**config.mk**
```make
export PLATFORM = sky130hd
export DESIGN_NAME = rl_ram_1rw_arb2_flat
export DESIGN_NICKNAME = d
export VERILOG_FILES = /design/src/rtl/rl_ram_1rw_arb2_pkg.sv /design/src/rtl/rl_ram_1rw_arb2_if.sv /design/src/rtl/rl_rr_arb2.sv /design/src/rtl/rl_ram_1rw_arb2.sv /design/src/flat_wrapper.sv
export SDC_FILE = /design/constraint.sdc
export NUM_CORES = 1
export LEC_CHECK = 0
export ABC_AREA = 1
export CORE_AREA = 2 2 94 96
export DETAILED_ROUTE_END_ITERATION = 12
export DIE_AREA = 0 0 96 98
export DONT_BUFFER_PORTS = 1
export PLACE_DENSITY_LB_ADDON = 0.05
export SETUP_SLACK_MARGIN = 0.2
export SYNTH_ARGS = -nofsm -noshare
export SYNTH_HDL_FRONTEND = slang
export SYNTH_SLANG_ARGS = --single-unit
```
**constraint.sdc**
```tcl
create_clock -name clk_i -period 1.7 [get_ports clk_i]
set_clock_uncertainty 0.15 [all_clocks]
set_input_delay 0.34 -clock clk_i [delete_from_list [all_inputs] [get_ports clk_i]]
set_output_delay 0.34 -clock clk_i [all_outputs]
set_load 0.02 [all_outputs]
```
**src/rtl/rl_ram_1rw_arb2_pkg.sv**
```systemverilog
`default_nettype none
// +--------------------------------------------------------------------+
// | Package   : rl_ram_arb_pkg                                          |
// | Brief     : Shared types for the two-port RAM arbiter: requester    |
// |             index, lock FSM states, requester count.                |
// | Revision  : 1.0  initial release                                    |
// +--------------------------------------------------------------------+
package rl_ram_arb_pkg;

   localparam int NUM_REQ = 2;

   // One bit is enough to name either of the two requesters.
   typedef logic [0:0] req_idx_t;

   typedef enum logic [0:0] {
      IDLE   = 1'b0,
      LOCKED = 1'b1
   } lock_state_e;

endpackage
`default_nettype wire

```
**src/rtl/rl_ram_1rw_arb2_if.sv**
```systemverilog
`default_nettype none
// +--------------------------------------------------------------------+
// | Interface : rl_ram_1rw_arb2_if                                      |
// | Brief     : Requester-side command/response bundle for both         |
// |             requesters. Names are seen from the arbiter (slave).    |
// |             lock_i exists only when RL_RAM_ARB_LOCK_EN is defined.  |
// | Revision  : 1.0  initial release                                    |
// +--------------------------------------------------------------------+
interface rl_ram_1rw_arb2_if #(
   parameter int ABITS = 10,
   parameter int DBITS = 32,
   parameter int BBITS = (DBITS + 7) / 8
);
   import rl_ram_arb_pkg::*;

   logic [NUM_REQ-1:0]            req_i;
   logic [NUM_REQ-1:0]            gnt_o;
   logic [NUM_REQ-1:0][ABITS-1:0] addr_i;
   logic [NUM_REQ-1:0]            we_i;
   logic [NUM_REQ-1:0][BBITS-1:0] be_i;
   logic [NUM_REQ-1:0][DBITS-1:0] din_i;
   logic [NUM_REQ-1:0]            rvalid_o;
   logic [NUM_REQ-1:0][DBITS-1:0] rdata_o;
`ifdef RL_RAM_ARB_LOCK_EN
   logic [NUM_REQ-1:0]            lock_i;

   modport master (
      output req_i, addr_i, we_i, be_i, din_i, lock_i,
      input  gnt_o, rvalid_o, rdata_o
   );

   modport slave (
      input  req_i, addr_i, we_i, be_i, din_i, lock_i,
      output gnt_o, rvalid_o, rdata_o
   );
`else
   modport master (
      output req_i, addr_i, we_i, be_i, din_i,
      input  gnt_o, rvalid_o, rdata_o
   );

   modport slave (
      input  req_i, addr_i, we_i, be_i, din_i,
      output gnt_o, rvalid_o, rdata_o
   );
`endif

endinterface
`default_nettype wire

```
**src/rtl/rl_rr_arb2.sv**
```systemverilog
`default_nettype none
// +--------------------------------------------------------------------+
// | Module    : rl_rr_arb2                                              |
// | Brief     : Two-way round-robin arbiter. Grant is combinational;    |
// |             the "last winner" pointer moves only on a grant.        |
// | Revision  : 1.0  initial release                                    |
// +--------------------------------------------------------------------+
module rl_rr_arb2
   import rl_ram_arb_pkg::*;
(
   input  logic               clk_i,
   input  logic               rst_ni,
   input  logic [NUM_REQ-1:0] req_i,
   output logic [NUM_REQ-1:0] gnt_o
);

   req_idx_t last_q;
   req_idx_t last_d;

   // Lone requester wins outright; on conflict the one not served last wins.
   always_comb begin
      gnt_o = '0;
      case (req_i)
         2'b01:   gnt_o = 2'b01;
         2'b10:   gnt_o = 2'b10;
         2'b11:   gnt_o = (last_q == 1'b1) ? 2'b01 : 2'b10;
         default: gnt_o = '0;
      endcase
      last_d = last_q;
      if (|gnt_o) begin
         last_d = req_idx_t'(gnt_o[1]);
      end
   end

   // Pointer resets to "requester 1 last" so requester 0 wins the first tie.
   always_ff @(posedge clk_i or negedge rst_ni) begin
      if (!rst_ni) begin
         last_q <= 1'b1;
      end else begin
         last_q <= last_d;
      end
   end

endmodule
`default_nettype wire

```
**src/rtl/rl_ram_1rw_arb2.sv**
```systemverilog
`default_nettype none
// +--------------------------------------------------------------------+
// | Module    : rl_ram_1rw_arb2                                         |
// | Brief     : Shares one single-port RAM (1-cycle registered read)    |
// |             between two requesters. Round-robin grant, command mux, |
// |             read response routed back to its owner one cycle later. |
// |             Optional bus locking with macro RL_RAM_ARB_LOCK_EN.     |
// | Revision  : 1.0  initial release                                    |
// +--------------------------------------------------------------------+
module rl_ram_1rw_arb2
   import rl_ram_arb_pkg::*;
#(
   parameter  int ABITS = 10,
   parameter  int DBITS = 32,
   localparam int BBITS = (DBITS + 7) / 8
)(
   input  logic              clk_i,
   input  logic              rst_ni,
   rl_ram_1rw_arb2_if.slave  bus,
   output logic [ABITS-1:0]  ram_addr_o,
   output logic              ram_we_o,
   output logic [BBITS-1:0]  ram_be_o,
   output logic [DBITS-1:0]  ram_din_o,
   input  logic [DBITS-1:0]  ram_dout_i
);

   logic [NUM_REQ-1:0]            arb_req;
   logic [NUM_REQ-1:0]            gnt;
   req_idx_t                      sel;
   logic                          any_gnt;

   logic [ABITS-1:0]              addr_hold_q;
   logic                          rd_pend_q;
   req_idx_t                      rd_owner_q;
   logic [NUM_REQ-1:0][DBITS-1:0] rdata_hold_q;
   logic [NUM_REQ-1:0]            rvalid;

`ifdef RL_RAM_ARB_LOCK_EN
   lock_state_e lock_st_q;
   lock_state_e lock_st_d;
   req_idx_t    lock_own_q;
   req_idx_t    lock_own_d;

   // While locked only the owner is visible to the arbiter.
   always_comb begin
      for (int p = 0; p < NUM_REQ; p++) begin
         arb_req[p] = bus.req_i[p] &&
                      ((lock_st_q == IDLE) || (lock_own_q == req_idx_t'(p)));
      end
   end

   // Lock is taken by a locking grant and released by an unlocking grant or by the owner going idle.
   always_comb begin
      lock_st_d  = lock_st_q;
      lock_own_d = lock_own_q;
      case (lock_st_q)
         IDLE: begin
            if (any_gnt && bus.lock_i[sel]) begin
               lock_st_d  = LOCKED;
               lock_own_d = sel;
            end
         end
         LOCKED: begin
            if (!bus.req_i[lock_own_q] ||
                (gnt[lock_own_q] && !bus.lock_i[lock_own_q])) begin
               lock_st_d = IDLE;
            end
         end
         default: lock_st_d = IDLE;
      endcase
   end

   // Lock state register.
   always_ff @(posedge clk_i or negedge rst_ni) begin
      if (!rst_ni) begin
         lock_st_q  <= IDLE;
         lock_own_q <= '0;
      end else begin
         lock_st_q  <= lock_st_d;
         lock_own_q <= lock_own_d;
      end
   end
`else
   assign arb_req = bus.req_i;
`endif

   rl_rr_arb2 u_arb (
      .clk_i  (clk_i),
      .rst_ni (rst_ni),
      .req_i  (arb_req),
      .gnt_o  (gnt)
   );

   assign bus.gnt_o = gnt;
   assign any_gnt   = |gnt;
   assign sel       = req_idx_t'(gnt[1]);

   // Granted command goes straight to the RAM; address parks on its last value when idle.
   assign ram_addr_o = any_gnt ? bus.addr_i[sel] : addr_hold_q;
   assign ram_we_o   = any_gnt & bus.we_i[sel];
   assign ram_be_o   = any_gnt ? bus.be_i[sel] : '0;
   assign ram_din_o  = bus.din_i[sel];

   // Remember the parked address and who is owed read data next cycle.
   always_ff @(posedge clk_i or negedge rst_ni) begin
      if (!rst_ni) begin
         addr_hold_q <= '0;
         rd_pend_q   <= 1'b0;
         rd_owner_q  <= '0;
      end else begin
         if (any_gnt) begin
            addr_hold_q <= bus.addr_i[sel];
         end
         rd_pend_q  <= any_gnt & ~bus.we_i[sel];
         rd_owner_q <= sel;
      end
   end

   // Steer the RAM output to the owner; others see their last captured data.
   always_comb begin
      for (int p = 0; p < NUM_REQ; p++) begin
         rvalid[p]      = rd_pend_q && (rd_owner_q == req_idx_t'(p));
         bus.rdata_o[p] = rvalid[p] ? ram_dout_i : rdata_hold_q[p];
      end
   end

   assign bus.rvalid_o = rvalid;

   // Capture delivered read data so it stays visible between responses.
   always_ff @(posedge clk_i or negedge rst_ni) begin
      if (!rst_ni) begin
         rdata_hold_q <= '0;
      end else begin
         for (int p = 0; p < NUM_REQ; p++) begin
            if (rvalid[p]) begin
               rdata_hold_q[p] <= ram_dout_i;
            end
         end
      end
   end

endmodule
`default_nettype wire
```
**src/flat_wrapper.sv**
```systemverilog
// flat-port wrapper written by rule: the top's interface ports become plain ports
module rl_ram_1rw_arb2_flat import rl_ram_arb_pkg::*;
#(
   parameter  int ABITS = 10,
   parameter  int DBITS = 32,
   localparam int BBITS = (DBITS + 7) / 8
)
  (clk_i, rst_ni, ram_addr_o, ram_we_o, ram_be_o, ram_din_o, ram_dout_i, bus_req_i, bus_addr_i, bus_we_i, bus_be_i, bus_din_i, bus_gnt_o, bus_rvalid_o, bus_rdata_o);
  rl_ram_1rw_arb2_if #(.ABITS(ABITS), .DBITS(DBITS)) bus_i ();
  input  logic clk_i;
  input  logic rst_ni;
  output logic [ABITS-1:0] ram_addr_o;
  output logic ram_we_o;
  output logic [BBITS-1:0] ram_be_o;
  output logic [DBITS-1:0] ram_din_o;
  input  logic [DBITS-1:0] ram_dout_i;
  input wire logic [$bits(bus_i.req_i)-1:0] bus_req_i;
  input wire logic [$bits(bus_i.addr_i)-1:0] bus_addr_i;
  input wire logic [$bits(bus_i.we_i)-1:0] bus_we_i;
  input wire logic [$bits(bus_i.be_i)-1:0] bus_be_i;
  input wire logic [$bits(bus_i.din_i)-1:0] bus_din_i;
  output wire logic [$bits(bus_i.gnt_o)-1:0] bus_gnt_o;
  output wire logic [$bits(bus_i.rvalid_o)-1:0] bus_rvalid_o;
  output wire logic [$bits(bus_i.rdata_o)-1:0] bus_rdata_o;
  assign bus_i.req_i = bus_req_i;
  assign bus_i.addr_i = bus_addr_i;
  assign bus_i.we_i = bus_we_i;
  assign bus_i.be_i = bus_be_i;
  assign bus_i.din_i = bus_din_i;
  assign bus_gnt_o = bus_i.gnt_o;
  assign bus_rvalid_o = bus_i.rvalid_o;
  assign bus_rdata_o = bus_i.rdata_o;
  rl_ram_1rw_arb2 #(.ABITS(ABITS), .DBITS(DBITS)) u_core (.clk_i(clk_i), .rst_ni(rst_ni), .bus(bus_i), .ram_addr_o(ram_addr_o), .ram_we_o(ram_we_o), .ram_be_o(ram_be_o), .ram_din_o(ram_din_o), .ram_dout_i(ram_dout_i));
endmodule
```
Yosys cells after proc, flatten, opt, wreduce, memory -nomap -nowiden
Cells that the tools add are included.
{ "totals": {"out_inout_bits": 115, "reg_bits": 77} }
{ "op_classes": {"eq_ne": 3, "magnitude_cmp": 1, "muxes": 14, "n_bitwise": 4, "reduce_logical": 3} }
{ "op_table": {"columns": ["op", "count"], "rows": [
  ["32-bit two-way mux", 4],
  ["10-bit two-way mux", 3],
  ["4-bit two-way mux", 3],
  ["2-bit one-hot mux with 3 select lines", 1],
  ["2-bit equality test (second input constant)", 2],
  ["1-bit bitwise AND", 2],
  ["2-bit by 1-bit equality test with 1-bit output (second input constant)", 1],
  ["1-bit logical AND", 2],
  ["1-bit by 2-bit < comparator with 1-bit output (second input constant)", 1],
  ["1-bit two-way mux", 2],
  ["2-bit two-way mux", 1],
  ["1-bit NOT", 2],
  ["2-bit OR reduction", 1]
]} }

Longest topological paths before layout
Gate-level depths: netlist (run 1).
{ "depth": {"ltp_word": 6, "depth_mapped": 7, "mapped_depth_nobuf": 5} }

Cells and area by module
A second synthesis (run 1) with hierarchy kept.
{ "unflattened": {"cells_unflattened": 464, "hier_area_um2": 3477.1} }
{ "by_module_without_submodules": {"columns": ["module", "area_per_inst_um2", "seq_area_each_um2", "cells_each", "n_inst"], "rows": [
  ["rl_ram_1rw_arb2", 3412.0, 1901.8, 453, 1],
  ["rl_rr_arb2", 65.1, 26.3, 11, 1]
]} }

Least setup slack after synthesis (run 1)
No wires, ideal clock.
{ "synth_path": {"path_kind": "reg-to-output", "start": "reg u_core.rd_pend_q", "end": "out bus_rdata_o[34]", "setup_slack_ps": -15, "stages_incl_launch_ff": 5, "arrival_time_ps": 1225, "t_required_ps": 1210, "cell_sequence": "dfrtp_1 nand2_1 buf_2 clkbuf_1 o21ai_0"} }
{ "synth_via": {"elab_chain_len": 2} }
{ "synth_lines": {"columns": ["element", "line_no", "rtl"], "rows": [
  ["start, declared", "rl_ram_1rw_arb2.sv:33", "logic rd_pend_q;"],
  ["start signal, assigned", "rl_ram_1rw_arb2.sv:114", "rd_pend_q <= any_gnt & ~bus.we_i[sel];"],
  ["1-bit logical AND", "rl_ram_1rw_arb2.sv:122", "rvalid[p] = rd_pend_q && (rd_owner_q == req_idx_t'(p));"],
  ["32-bit two-way mux", "rl_ram_1rw_arb2.sv:123", "bus.rdata_o[p] = rvalid[p] ? ram_dout_i : rdata_hold_q[p];"],
  ["end, declared", "flat_wrapper.sv:24", "output wire logic [$bits(bus_i.rdata_o)-1:0] bus_rdata_o;"]
]} }
No other way between the ends.

Worst setup path in the final report (run 1)
{ "layout_path": {"start": "reg u_core.u_arb.last_q", "end": "out ram_din_o[8]"} }
{ "layout_via": {"elab_chain_len": 4} }
{ "layout_lines": {"columns": ["element", "line_no", "rtl"], "rows": [
  ["start, declared", "rl_rr_arb2.sv:17", "req_idx_t last_q;"],
  ["start signal, assigned", "rl_rr_arb2.sv:40", "last_q <= last_d;"],
  ["2-bit two-way mux", "rl_rr_arb2.sv:26", "2'b11: gnt_o = (last_q == 1'b1) ? 2'b01 : 2'b10;"],
  ["2-bit one-hot mux with 3 select lines", "rl_rr_arb2.sv:23", "case (req_i)"],
  ["32-bit two-way mux (not written as such) (2 in a row)", "rl_ram_1rw_arb2.sv:102", "assign ram_din_o = bus.din_i[sel];"],
  ["end, declared", "flat_wrapper.sv:15", "output logic [DBITS-1:0] ram_din_o;"]
]} }
No other way between the ends. The select of a mux whose other input is x is not followed.

==> results of run 1 <==
[cell usage in the layout (no fill, tap or decap), drive strengths merged, types with 2 or more instances in the layout]
master | synthesis | final
nand2 | 221 | 222
nor2 | 3 | 3
dfrtp | 76 | 76
o21ai | 64 | 64
inv | 49 | 52
clkbuf | 4 | 13
dlygate4sd3 | 0 | 2
nand3 | 12 | 12
clkinv | 0 | 3
clkinvlp | 0 | 2
buf | 21 | 28
[worst register-to-register path, cell delays in order (launching register included)]
cell	delay [ns]
dfstp_2	0.58
nand2_4	0.11
buf_6	0.17
nand3_1	0.07
nand2_1	0.05
inv_1	0.07
nand2_2	0.11
[repair_timing]
item / 4_1_cts / 5_1_grt
cloned: 1 / 8
resized for setup: 35 / 97
buffers inserted: 1 / 4
hold endpoints to repair: 81 / 79
pin swaps: 9 / 27
setup endpoints to repair: 115 / 115
[per-stage QoR]
step	power, uW	setup TNS, ns	instances
2_1_floorplan	4030	0	453
3_3_place_gp	4280	0	558
3_5_place_dp	4310	-0.00111	558
4_1_cts	5890	-30.01	578
5_1_grt	6350	-36.96	590
6_report	6030	-27.86	590
[where the power goes]
| group | internal, uW | total, uW | switching [uW] | leakage, uW |
|---|---|---|---|---|
| logic | 732 | 2280 | 1550 | 0.00173 |
| clock network | 728 | 1430 | 702 | 0.0000991 |
| registers | 2190 | 2310 | 122 | 0.000941 |
[cells by family after synthesis]
| family | synth area share [%] |
|---|---|
| AO/OA/AOI/OAI | 11.7 |
| buffers and inverters | 9.83 |
| AND/OR/NAND/NOR | 25.3 |
| flip-flops | 53.2 |
[layer usage]
| metal | track usage [%] | vias to the layer above |
|---|---|---|
| met4 | 9.12 | 0 |
| li1 | - | 1434 |
| met1 | 23.1 | 1471 |
| met5 | 0 | - |
| met3 | 4.24 | 22 |
| met2 | 35.7 | 139 |
[final cells by class]
cell class	count	area (um2)	share of cell area [%]
clock buffer	10	138	2.47
inverter	49	210	3.78
timing repair inverter	3	33.8	0.607
multi-input combinational	303	2570	46.2
timing repair buffer	34	479	8.61
clock inverter	6	71.3	1.28
tap	108	135	2.43
sequential	77	1930	34.6
[registers in the layout (all words and copies together) (netlist names)]
| name | flops |
|---|---|
| u_core.rdata_hold_q | 64 |
| u_core.rd_owner_q | 1 |
| u_core.addr_hold_q | 10 |
| u_core.u_arb.last_q | 1 |
| u_core.rd_pend_q | 1 |
[worst paths after layout]
kind / to / start / depth (start not counted)
min in group clk_i: u_core.addr_hold_q[4] / bus_addr_i[4] / 2
max in group asynchronous: u_core.u_arb.last_q / rst_ni / 0
worst max-delay path: ram_din_o[8] / u_core.u_arb.last_q / 6
worst max register to register: u_core.addr_hold_q[3] / u_core.u_arb.last_q / 6
worst min-delay path: u_core.rdata_hold_q[36] / rst_ni / 0
worst min register to register: u_core.u_arb.last_q / u_core.u_arb.last_q / 2
==> impl_metrics.env, run 1 <==
export IMPL_rrSetupSlack_ns=0.27
export IMPL_n_fill_cell=657
export IMPL_synth_seq_cells=77
export IMPL_dr_pass1_iters=4
export IMPL_grt_pass1_wl_mm=14.5
export IMPL_violations="hold timing, setup timing"
export IMPL_ctsRootBufferMaster="clkbuf_8"
export IMPL_crit_chain="nand2_4 -> nand2_8 -> buf_12 -> clkinv_16 -> nand2_2 -> nand2_4"
export IMPL_met3WireLength_um=693
export IMPL_synth_cell_types=18
export IMPL_syn_area_um2=3630
export IMPL_synth_most_common_cell="nand2_1"
export IMPL_synth_flop_cell="dfrtp_1"
export IMPL_grt_pass1_vias=2829
export IMPL_synth_area_leader_cell="dfrtp_1"
export IMPL_dieWidth_um=96
export IMPL_status="finished with violations"
export IMPL_layout_drive_gt1_share_pct=51.0
export IMPL_synthTopCellsByCount="nand2_1 (220), dfrtp_1 (76), inv_1 (48), o21ai_0 (32), o21ai_2 (23)"
export IMPL_critPathTopFamily="flip-flops"
export IMPL_setup_ws_ns=-0.329
export IMPL_dp_hpwl_mm=7.30
export IMPL_yosysTopAreaCellShare_pct=52.4
export IMPL_p_leak_uw=0.00277
export IMPL_place_gp_congestion=0.869
export IMPL_design_area_um2=5570
export IMPL_cts_max_path_buffers=2
export IMPL_whs_ns=-0.476
export IMPL_clock_latency_ns=0.34
export IMPL_setup_violations=115
export IMPL_yosys_top_cells_area="dfrtp_1 (52%), nand2_1 (23%), o21ai_2 (5.6%)"
export IMPL_via_count=3066
export IMPL_num_rows=34
export IMPL_cpMostUsedCell="nand2_4"
export IMPL_crit_type="reg -> out"
export IMPL_peakVddDrop_v=0.000576
export IMPL_antenna_found_initial=0
export IMPL_path_buf_inv=2
export IMPL_ios=245
export IMPL_pre_cts_ws_ns=-0.00111
export IMPL_wl_met1_mm=3.98
export IMPL_area_growth_pct=53.5
export IMPL_fin_util_pct=65.8
export IMPL_syn_nets=583
export IMPL_wl_per_cell_um=18.6
export IMPL_coreArea_um2=8470
export IMPL_num_antenna_cells=0
export IMPL_dieHeight_um=98
export IMPL_nets=607
export IMPL_ctsHoldBuffers=2
export IMPL_grt_overflow_total=0
export IMPL_grt_max_degree=78
export IMPL_cts_made_buffers=9
export IMPL_timing_fmax_mhz=493
export IMPL_drt_vias_per_instance=5.20
export IMPL_synth_edf_count=0
export IMPL_path_max_fanout=6
export IMPL_max_slew_margin_rel_pct=77.8
export IMPL_crit_slowest_cell="dfstp_2"
export IMPL_ant_nets=0
export IMPL_end_kind="primary output"
export IMPL_worstMarginPinSlew_ns=0.332
export IMPL_crit_required_ns=1.21
export IMPL_grt_use_total_pct=20.2
export IMPL_tritoncts="built"
export IMPL_slowest_delay_ns=0.58
export IMPL_slew_viol_final=0
export IMPL_clkSinkCount=77
export IMPL_wirelength_mm=11.0
export IMPL_postSynth_asyncResetShare_pct=100
export IMPL_clkTransAtPathRegs_ns=0.09
export IMPL_critPathArrivalTime_ns=1.54
export IMPL_drt_iter0_drc=37
export IMPL_initial_core_util_pct=42.8
export IMPL_h_tree_depth=3
export IMPL_placed_area_um2=4560
export IMPL_port_buffers=0
export IMPL_final_min_clock_period_ns=2.03
export IMPL_drc=0
export IMPL_start_kind="flop"
export IMPL_top_layer_used="met4"
export IMPL_yosys_warnings=0
export IMPL_rsz0062_at_grt="yes"
export IMPL_syn_area_per_cell_um2=8.01
export IMPL_synthCells=453
export IMPL_max_cap_viol_count=0
export IMPL_finalHoldViolations=77
export IMPL_layout_worst_path_cycle_share_pct=119
export IMPL_die_area_um2=9410
export IMPL_power_density_nw_per_um2=1080
export IMPL_routed_wl_met2_mm=6.02
export IMPL_synth_seq_area_share_pct=53.2
export IMPL_hp_class="in -> async"
Power figures use the tool's default switching activity.
==> run 2, diff against run 1 <==
--- a/config.mk
+++ b/config.mk
@@ -12,6 +12,7 @@
 export DONT_BUFFER_PORTS = 1
 export PLACE_DENSITY_LB_ADDON = 0.05
 export SETUP_SLACK_MARGIN = 0.2
+export SKIP_LAST_GASP = 1
 export SYNTH_ARGS = -nofsm -noshare
 export SYNTH_HDL_FRONTEND = slang
 export SYNTH_SLANG_ARGS = --single-unit
==> run 2 against run 1 <==
Net effect:
- the flow still finishes with violations (hold timing, setup timing)
- fmax is 0.99% higher
- first-iteration DRC count is 32% higher
- worst setup slack better by 0.020 ns
- utilization is 5.9 points lower
- clock power hardly changed
- via count is 4.7% lower
- critical path type unchanged
- critical endpoint is now ram_addr_o[7]
- largest cell class unchanged
- largest power group unchanged
==> impl_metrics.env, run 2 (synthesis gave the netlist of run 1 again) <==
export IMPL_ios=245
export IMPL_dp_cells=558
export IMPL_num_rows=34
export IMPL_grt_use_total_pct=20.2
export IMPL_p_leak_uw=0.00254
export IMPL_ctsRootBufferMaster="clkbuf_8"
export IMPL_peakVddDrop_v=0.000568
export IMPL_tritoncts="built"
export IMPL_wl_per_cell_um=16.9
export IMPL_stdcell_count=579
export IMPL_clkTransAtPathRegs_ns=0.09
export IMPL_ctsHoldBuffers=2
export IMPL_port_buffers=0
export IMPL_pre_cts_ws_ns=-0.00111
export IMPL_grt_max_degree=78
export IMPL_antenna_found_initial=0
export IMPL_final_common_cell="nand2_1"
export IMPL_place_gp_congestion=0.869
export IMPL_status="finished with violations"
export IMPL_final_cell_mix="nand2_1 (141), dfrtp_1 (76), nand2_4 (48)"
export IMPL_grt_pass1_wl_mm=14.5
export IMPL_h_tree_depth=3
export IMPL_top_register="u_core.rdata_hold_q"
export IMPL_max_cap_viol_count=0
export IMPL_whs_ns=-0.478
export IMPL_layout_drive_gt1_share_pct=39.7
export IMPL_wirelength_mm=9.80
export IMPL_timing_fmax_mhz=498
export IMPL_layout_worst_path_cycle_share_pct=118
export IMPL_final_min_clock_period_ns=2.01
export IMPL_num_antenna_cells=0
export IMPL_area_growth_pct=39.7
export IMPL_coreArea_um2=8470
export IMPL_finalHoldViolations=77
export IMPL_die_area_um2=9410
export IMPL_worstMarginPinSlew_ns=0.329
export IMPL_n_fill_cell=713
export IMPL_cts_max_path_buffers=2
export IMPL_drt_iter0_drc=49
export IMPL_path_max_fanout=15
export IMPL_drc=0
export IMPL_drt_vias_per_instance=5.05
export IMPL_critPathArrivalTime_ns=1.52
export IMPL_cts_made_buffers=9
export IMPL_violations="hold timing, setup timing"
export IMPL_largest_reg_flops=64
export IMPL_dr_pass1_iters=4
export IMPL_setup_violations=115
export IMPL_dp_hpwl_mm=7.30
export IMPL_end_kind="primary output"
export IMPL_via_count=2922
export IMPL_dieHeight_um=98
export IMPL_hp_class="in -> async"
export IMPL_setup_ws_ns=-0.310
export IMPL_slew_viol_final=0
export IMPL_grt_pass1_vias=2832
export IMPL_grt_overflow_total=0
export IMPL_nets=596
export IMPL_crit_required_ns=1.21
export IMPL_rsz0062_at_grt="yes"
export IMPL_start_kind="flop"
export IMPL_reg_top3="u_core.rdata_hold_q: 64 flops, u_core.addr_hold_q: 10 flops"
export IMPL_dieWidth_um=96
export IMPL_clock_latency_ns=0.34
export IMPL_power_density_nw_per_um2=1150
export IMPL_crit_type="reg -> out"
export IMPL_ant_nets=0
export IMPL_clkSinkCount=77
export IMPL_initial_core_util_pct=42.8
export IMPL_max_slew_margin_rel_pct=78.0
==> run 2: worst max-delay path, cell delays in order (launching register included) <==
cell	delay [ns]
dfstp_2	0.56
inv_2	0.05
a21boi_4	0.16
buf_12	0.17
nand2_1	0.12
nand2_4	0.12
==> run 2: cell type report <==
class,count,area (um2),area share [%]
Timing Repair Buffer,27,357,7.04
Sequential cell,77,1930,38.0
Inverter,49,196,3.88
Clock buffer,10,138,2.72
Tap cell,108,135,2.67
Clock inverter,6,71.3,1.41
Multi-Input combinational cell,302,2240,44.3
==> run 2: final timing paths <==
kind / start / endpoint / slack [ns] / cells after the start
max in group asynchronous: rst_ni / u_core.u_arb.last_q / 1.69 / 0
worst min-delay path: rst_ni / u_core.rdata_hold_q[36] / -0.48 / 0
worst max register to register: u_core.rd_owner_q / u_core.rdata_hold_q[0] / 0.27 / 5
worst max-delay path: u_core.u_arb.last_q / ram_addr_o[7] / -0.31 / 5
min in group clk_i: bus_addr_i[8] / u_core.addr_hold_q[8] / 0.01 / 2
worst min register to register: u_core.u_arb.last_q / u_core.u_arb.last_q / 0.34 / 2
==> run 2: stage by stage <==
step / TNS (ns) / power, uW / instance area (um2) / utilization [%]
floorplan: 0 / 4030 / 4440 / -
global placement: 0 / 4280 / 4560 / 53.9
detailed placement: -0.00111 / 4310 / 4560 / 53.9
CTS: -30.13 / 5880 / 5010 / 59.1
global route: -36.77 / 6170 / 5070 / 59.9
finish: -27.15 / 5850 / 5070 / 59.9
==> run 2: report_power, final <==
group	internal (uW)	total (uW)	switching (uW)
clock	728	1430	702
sequential	2190	2310	119
combinational	640	2110	1470
total	3560	5850	2290
==> run 2: timing repair <==
| action | 4_1_cts | 5_1_grt |
|---|---|---|
| resized for setup | 29 | 9 |
| setup endpoints to repair | 115 | 115 |
| hold endpoints to repair | 81 | 79 |
| gates cloned | 1 | 1 |
| pin swaps | 9 | 9 |
| setup buffers | 1 | 0 |
==> run 2: layer usage <==
layer,GRT usage (%),vias to the layer above,wire (um)
li1,-,1408,-
met1,23.0,1373,3780
met2,35.7,128,5240
met3,4.24,13,603
met4,9.12,0,179
met5,0,-,0
